$ cat src/rtl/imem_stream_loader_pkg.sv
// Shared types and constants for the instruction-memory stream loader.
package imem_loader_pkg;

  localparam int BYTES_PER_WORD = 8;
  localparam int LEN_BYTES      = 2;

  typedef enum logic [2:0] {
    ST_LEN_LO,
    ST_LEN_HI,
    ST_DATA,
    ST_WRITE,
    ST_CHECK,
    ST_DONE,
    ST_ERROR
  } loader_state_t;

endpackage

$ cat src/rtl/imem_stream_loader_word_assembler.sv
// Little-endian byte-to-word shift buffer. The first byte shifted in ends up
// in bits [7:0] once a full word has been collected.
module word_assembler
  import imem_loader_pkg::*;
#(
  parameter int DATA_WIDTH = 64
) (
  input  logic                  clk,
  input  logic                  reset,
  input  logic                  shift_en_i,
  input  logic [7:0]            byte_i,
  input  logic                  idx_clr_i,
  output logic [DATA_WIDTH-1:0] word_next_o,
  output logic                  word_full_o
);

  logic [DATA_WIDTH-1:0] shreg_q, shreg_d;
  logic [2:0]            idx_q, idx_d;

  // word_next_o is the word as it will look once byte_i is shifted in, so the
  // parent can capture a completed word on the same edge as its last byte.
  assign word_next_o = {byte_i, shreg_q[DATA_WIDTH-1:8]};

  // High while the next accepted byte is the last one of the current word.
  assign word_full_o = (idx_q == 3'(BYTES_PER_WORD - 1));

  // Next-state for the shift register and byte index; clear wins over shift.
  always_comb begin
    shreg_d = shreg_q;
    idx_d   = idx_q;
    if (idx_clr_i) begin
      idx_d = '0;
    end else if (shift_en_i) begin
      shreg_d = word_next_o;
      idx_d   = idx_q + 3'd1;
    end
  end

  // Buffer and index registers with synchronous active-low reset.
  always_ff @(posedge clk) begin
    if (!reset) begin
      shreg_q <= '0;
      idx_q   <= '0;
    end else begin
      shreg_q <= shreg_d;
      idx_q   <= idx_d;
    end
  end

endmodule

$ cat src/rtl/imem_stream_loader.sv
// Boot-time loader: receives a length-prefixed, XOR-checksummed byte stream,
// writes 64-bit words into instruction memory and releases the CPU only when
// the whole image has been verified.
//
// state     | meaning
// ----------+------------------------------------------------------
// LEN_LO    | waiting for low byte of word count
// LEN_HI    | waiting for high byte of word count; range check
// DATA      | collecting bytes of the current word
// WRITE     | one-cycle memory write of the assembled word
// CHECK     | waiting for checksum byte
// DONE      | image verified, CPU released (absorbing)
// ERROR     | length or checksum failure, CPU held (absorbing)
module imem_stream_loader
  import imem_loader_pkg::*;
#(
  parameter int DATA_WIDTH = 64,
  parameter int ADDR_WIDTH = 10,
  parameter int MAX_WORDS  = 1024
) (
  input  logic                  clk,
  input  logic                  reset,
  input  logic [7:0]            rx_data,
  input  logic                  rx_valid,
  output logic                  rx_ready,
  output logic                  imem_we,
  output logic [ADDR_WIDTH-1:0] imem_addr,
  output logic [DATA_WIDTH-1:0] imem_wdata,
  output logic                  cpu_hold,
  output logic                  load_done,
  output logic                  load_error,
  output logic [ADDR_WIDTH:0]   words_loaded
);

  localparam int CW = ADDR_WIDTH + 1;
  localparam int LW = (CW > 16) ? CW : 16;

  loader_state_t         state_q, state_d;
  logic [7:0]            len_lo_q, len_lo_d;
  logic [15:0]           len_q, len_d;
  logic [ADDR_WIDTH-1:0] addr_q, addr_d;
  logic [7:0]            csum_q, csum_d;
  logic [ADDR_WIDTH:0]   words_q, words_d;
  logic [ADDR_WIDTH-1:0] imem_addr_q, imem_addr_d;
  logic [DATA_WIDTH-1:0] imem_wdata_q, imem_wdata_d;

  logic                  accept;
  logic [15:0]           len_full;
  logic                  oversize;
  logic                  last_word;
  logic                  shift_en;
  logic                  idx_clr;
  logic [DATA_WIDTH-1:0] word_next;
  logic                  word_full;

  word_assembler #(
    .DATA_WIDTH (DATA_WIDTH)
  ) u_word_assembler (
    .clk         (clk),
    .reset       (reset),
    .shift_en_i  (shift_en),
    .byte_i      (rx_data),
    .idx_clr_i   (idx_clr),
    .word_next_o (word_next),
    .word_full_o (word_full)
  );

  assign accept    = rx_valid & rx_ready;
  assign len_full  = {rx_data, len_lo_q};
  assign oversize  = ({1'b0, len_full} > 17'(MAX_WORDS));
  assign last_word = ((LW'(words_q) + LW'(1)) == LW'(len_q));

  assign imem_addr    = imem_addr_q;
  assign imem_wdata   = imem_wdata_q;
  assign words_loaded = words_q;
  assign imem_we      = (state_q == ST_WRITE);
  assign cpu_hold     = (state_q != ST_DONE);
  assign load_done    = (state_q == ST_DONE);
  assign load_error   = (state_q == ST_ERROR);

  // Next-state, datapath updates and ready decode; rx_ready depends on state only.
  always_comb begin
    state_d      = state_q;
    len_lo_d     = len_lo_q;
    len_d        = len_q;
    addr_d       = addr_q;
    csum_d       = csum_q;
    words_d      = words_q;
    imem_addr_d  = imem_addr_q;
    imem_wdata_d = imem_wdata_q;
    shift_en     = 1'b0;
    idx_clr      = 1'b0;
    rx_ready     = 1'b0;

    case (state_q)
      ST_LEN_LO: begin
        rx_ready = 1'b1;
        if (accept) begin
          len_lo_d = rx_data;
          state_d  = ST_LEN_HI;
        end
      end
      ST_LEN_HI: begin
        rx_ready = 1'b1;
        if (accept) begin
          len_d = len_full;
          if (oversize)             state_d = ST_ERROR;
          else if (len_full == '0)  state_d = ST_CHECK;
          else                      state_d = ST_DATA;
        end
      end
      ST_DATA: begin
        rx_ready = 1'b1;
        if (accept) begin
          shift_en = 1'b1;
          csum_d   = csum_q ^ rx_data;
          if (word_full) begin
            // Capture address and word here so both are stable for the whole
            // write cycle and hold afterwards while the counter moves on.
            imem_wdata_d = word_next;
            imem_addr_d  = addr_q;
            state_d      = ST_WRITE;
          end
        end
      end
      ST_WRITE: begin
        addr_d  = addr_q + ADDR_WIDTH'(1);
        words_d = words_q + CW'(1);
        idx_clr = 1'b1;
        state_d = last_word ? ST_CHECK : ST_DATA;
      end
      ST_CHECK: begin
        rx_ready = 1'b1;
        if (accept) begin
          state_d = (rx_data == csum_q) ? ST_DONE : ST_ERROR;
        end
      end
      ST_DONE:  state_d = ST_DONE;
      ST_ERROR: state_d = ST_ERROR;
      default:  state_d = ST_ERROR;
    endcase
  end

  // State and datapath registers with synchronous active-low reset.
  always_ff @(posedge clk) begin
    if (!reset) begin
      state_q      <= ST_LEN_LO;
      len_lo_q     <= '0;
      len_q        <= '0;
      addr_q       <= '0;
      csum_q       <= '0;
      words_q      <= '0;
      imem_addr_q  <= '0;
      imem_wdata_q <= '0;
    end else begin
      state_q      <= state_d;
      len_lo_q     <= len_lo_d;
      len_q        <= len_d;
      addr_q       <= addr_d;
      csum_q       <= csum_d;
      words_q      <= words_d;
      imem_addr_q  <= imem_addr_d;
      imem_wdata_q <= imem_wdata_d;
    end
  end

endmodule

$ cat config.mk
export PLATFORM = sky130hd
export DESIGN_NAME = imem_stream_loader
export DESIGN_NICKNAME = d
export VERILOG_FILES = /design/src/rtl/imem_stream_loader_pkg.sv /design/src/rtl/imem_stream_loader_word_assembler.sv /design/src/rtl/imem_stream_loader.sv
export SDC_FILE = /design/constraint.sdc
export NUM_CORES = 1
export LEC_CHECK = 0
export CAP_MARGIN = 20
export CORE_MARGIN = 1
export CORE_UTILIZATION = 55
export CTS_BUF_LIST = sky130_fd_sc_hd__clkbuf_16
export DETAILED_ROUTE_END_ITERATION = 8
export GPL_ROUTABILITY_DRIVEN = 0
export PLACE_DENSITY = 0.86
export SLEW_MARGIN = 20
export SYNTH_ARGS = -nofsm -noshare
export SYNTH_HDL_FRONTEND = slang
export SYNTH_SLANG_ARGS = --single-unit
$ cat constraint.sdc
create_clock -name clk -period 2.3 [get_ports clk]
set_input_delay 0.46 -clock clk [delete_from_list [all_inputs] [get_ports clk]]
set_output_delay 0.46 -clock clk [all_outputs]
set_load 0.01 [all_outputs]
==> impl_metrics.toml <==
[cts]
post_cts_buffers = 0
clock_sinks = 189
htree_levels = 4
clock-root-buffer = "clkbuf_16"
numCtsBuffers = 17
clkTransAtPathRegs_ps = 70
cts.path.max_buffers = 2
tritoncts = "done"
insertion_delay_ps = 430

[finish]
num-nets-final = 1020
final_common_cell = "nand2_1"
antenna_cells = 0
fin_area_mm2 = 0.00967
final_layout_size_suffix_gt1_share_pct = 7.77
area_growth_pct = 24.9
final_cells = 1193
layout_common_cells = "nand2_1, dfxtp_1, a21boi_0"

[drt]
drt_iter0_drc = 501
wl_per_cell_um = 13.8
drtAntennaViolNets = 0
via_per_inst = 5.32
drt-total-wl_mm = 16.5
vias = 6344
drc = 0
firstDrtPassIters = 5

[global_routing]
grt_usage_pct = 23.8
grt_pass1_wl_mm = 27.5
grt_overflow = 0
antenna_found_initial = 0
grt_pass1_vias = 5775
grt_start_max_net_pins = 61

[pwr]
max-vdd-ir-drop_mv = 0.540
p_leak_nw = 3.40
p_total_w = 0.00681
power_density_mw_per_mm2 = 704

[yosys]
syn-num-nets = 930
syn_inst = 915
syn_area_mm2 = 0.00774
synth_top_family_by_area = "simple AND/OR/NAND/NOR gates"
synth-xor-area-share_pct = 5.20
synth_adder_area_share_pct = 0.646
synth-simple-area-share_pct = 23.5
synth_enable_flop_cells = 0
yosysUniqueCellTypes = 51
ys_ff_latch = 189
yosys-mux-area-fraction_pct = 0.533
postSynthAreaPerCell_um2 = 8.46
async_flop_share_pct = 0
synth-compound-area-share_pct = 17.4
ys_warn_count = 0
synth-main-ff-cell = "dfxtp_1"
seq_area_frac_synth_pct = 48.9

[setup_path]
crit_path_start = "state_q[2]"
critPathLaunchType = "flip-flop"
critPathCapture = "load_error"
rr_startpoint = "len_q[12]"
critPathMaxFanout = 8
cp-end-kind = "output pin"
crit_type = "reg -> out"
cp.required_ps = 1840
r2r_slack_ps = 170
rr_worst_depth = 6
arrival_ps = 1750
r2r_end = "state_q[2]"

[timing]
finalCritPeriodShare_pct = 96.0
tightest_slew_ps = 564
clock_skew_ps = 8.49
slew_viol_final = 0
max_freq_mhz = 453
slew_headroom_pct = 62.4
rsz0062_at_grt = "false"
holdWs_ps = 458
hold_viol = 0
fin_crit_ps = 2210
worst_slack_ps = 91.6
setup_viol = 0

[outcome]
status = "complete, no violations"

[floorplan]
ios = 101
fp.dieArea_mm2 = 0.0146
fp.dieH_um = 121
fp.dieW_um = 121
core_mm2 = 0.0135
row_count = 42
start_util_pct = 57.3

[flow_run]
drv_cap = 0

[placed_design]
dp_hpwl_mm = 11.1
place_ws_ps = -8.37
dpl_cell_area_mm2 = 0.00904
placedCellCount = 1162
portBuffers = 100

[min_path]
hold_class = "reg -> reg"
-- repair_timing --
item,4_1_cts,5_1_grt
hold buffers,0,0
endpoints found under the setup margin,4,3
cloned,0,0
gates resized for setup,6,4
-- layout make-up --
| class | instances | area (µm²) |
|---|---|---|
| fill | 985 | 3830 |
| timing repair buffer | 134 | 1360 |
| clock inverter | 14 | 193 |
| tap | 176 | 220 |
| multi-input combinational | 660 | 3670 |
| inverter | 3 | 11.3 |
| sequential | 189 | 3790 |
| clock buffer | 17 | 425 |
-- worst min path at each step --
stage              startpoint              to  slack [ps]  cells after the start
2_1_floorplan       len_q[15]       len_q[15]         440                      2
4_1_cts        imem_wdata[19]  imem_wdata[19]         460                      2
5_1_grt        imem_wdata[19]  imem_wdata[19]         480                      2
3_5_place_dp   imem_wdata[19]  imem_wdata[19]         450                      2
6_report       imem_wdata[19]  imem_wdata[19]         460                      2
3_3_place_gp   imem_wdata[12]  imem_wdata[12]         440                      2
-- sequential cells by signal, indices dropped and copies added (netlist names) --
signal	count
addr_q	10
words_loaded	11
len_q	16
imem_addr	10
csum_q	8
state_q	3
len_lo_q	8
u_word_assembler.shreg_q	56
u_word_assembler.idx_q	3
imem_wdata	64
-- worst max-delay path, cell delays in order (launching register included) --
cell             delay (ps)
dfxtp_2                 390
buf_4                   160
and3b_1                 220
clkdlybuf4s50_1         550
-- routing by layer --
metal	routed length (µm)	global-route usage, %	vias up
met5	0	0	-
met4	210	7.95	0
met3	904	5.19	20
met2	7800	38.1	188
met1	7610	31.9	2966
li1	-	-	3170
-- cell families (layout without fill, tap and decap cells) --
| logic type | Yosys count | in the layout |
|---|---|---|
| and+or+nand+nor | 423 | 423 |
| DFF | 189 | 189 |
| AOI/OAI and AO/OA | 183 | 183 |
| buffers and inverters | 66 | 168 |
| xor gates and xnor gates | 46 | 46 |
| adders and majority gates | 4 | 4 |
| muxes | 4 | 4 |
-- Yosys cell counts (all sizes together), types with 5 or more instances --
cell type / instances / share of area, %
or3: 6 / 0.48
a21oi: 5 / 0.32
nor4: 8 / 0.73
nor3: 5 / 0.32
xor2: 18 / 2.0
dfxtp: 189 / 49
and3: 5 / 0.40
a21boi: 160 / 16
and2: 27 / 2.2
o21ai: 8 / 0.52
nand2: 335 / 16
xnor2: 28 / 3.2
clkbuf: 49 / 2.4
nor2: 10 / 0.48
nand3: 6 / 0.39
buf: 14 / 1.2
-- stage by stage --
| stage | setup TNS (ps) | utilization, % |
|---|---|---|
| global route | 0 | 71.6 |
| floorplan | 0 | - |
| detailed placement | -8.37 | 66.9 |
| CTS | 0 | 71.5 |
| global placement | 0 | 66.9 |
| finish | 0 | 71.6 |
-- power breakdown --
part	internal, W	switching [W]	total (W)
Sequential	0.00332	0.0000509	0.00337
Combinational	0.000177	0.000213	0.000391
Clock	0.00182	0.00123	0.00305
Total	0.00532	0.00149	0.00681
No activity file was read; power rests on OpenSTA's default activity.
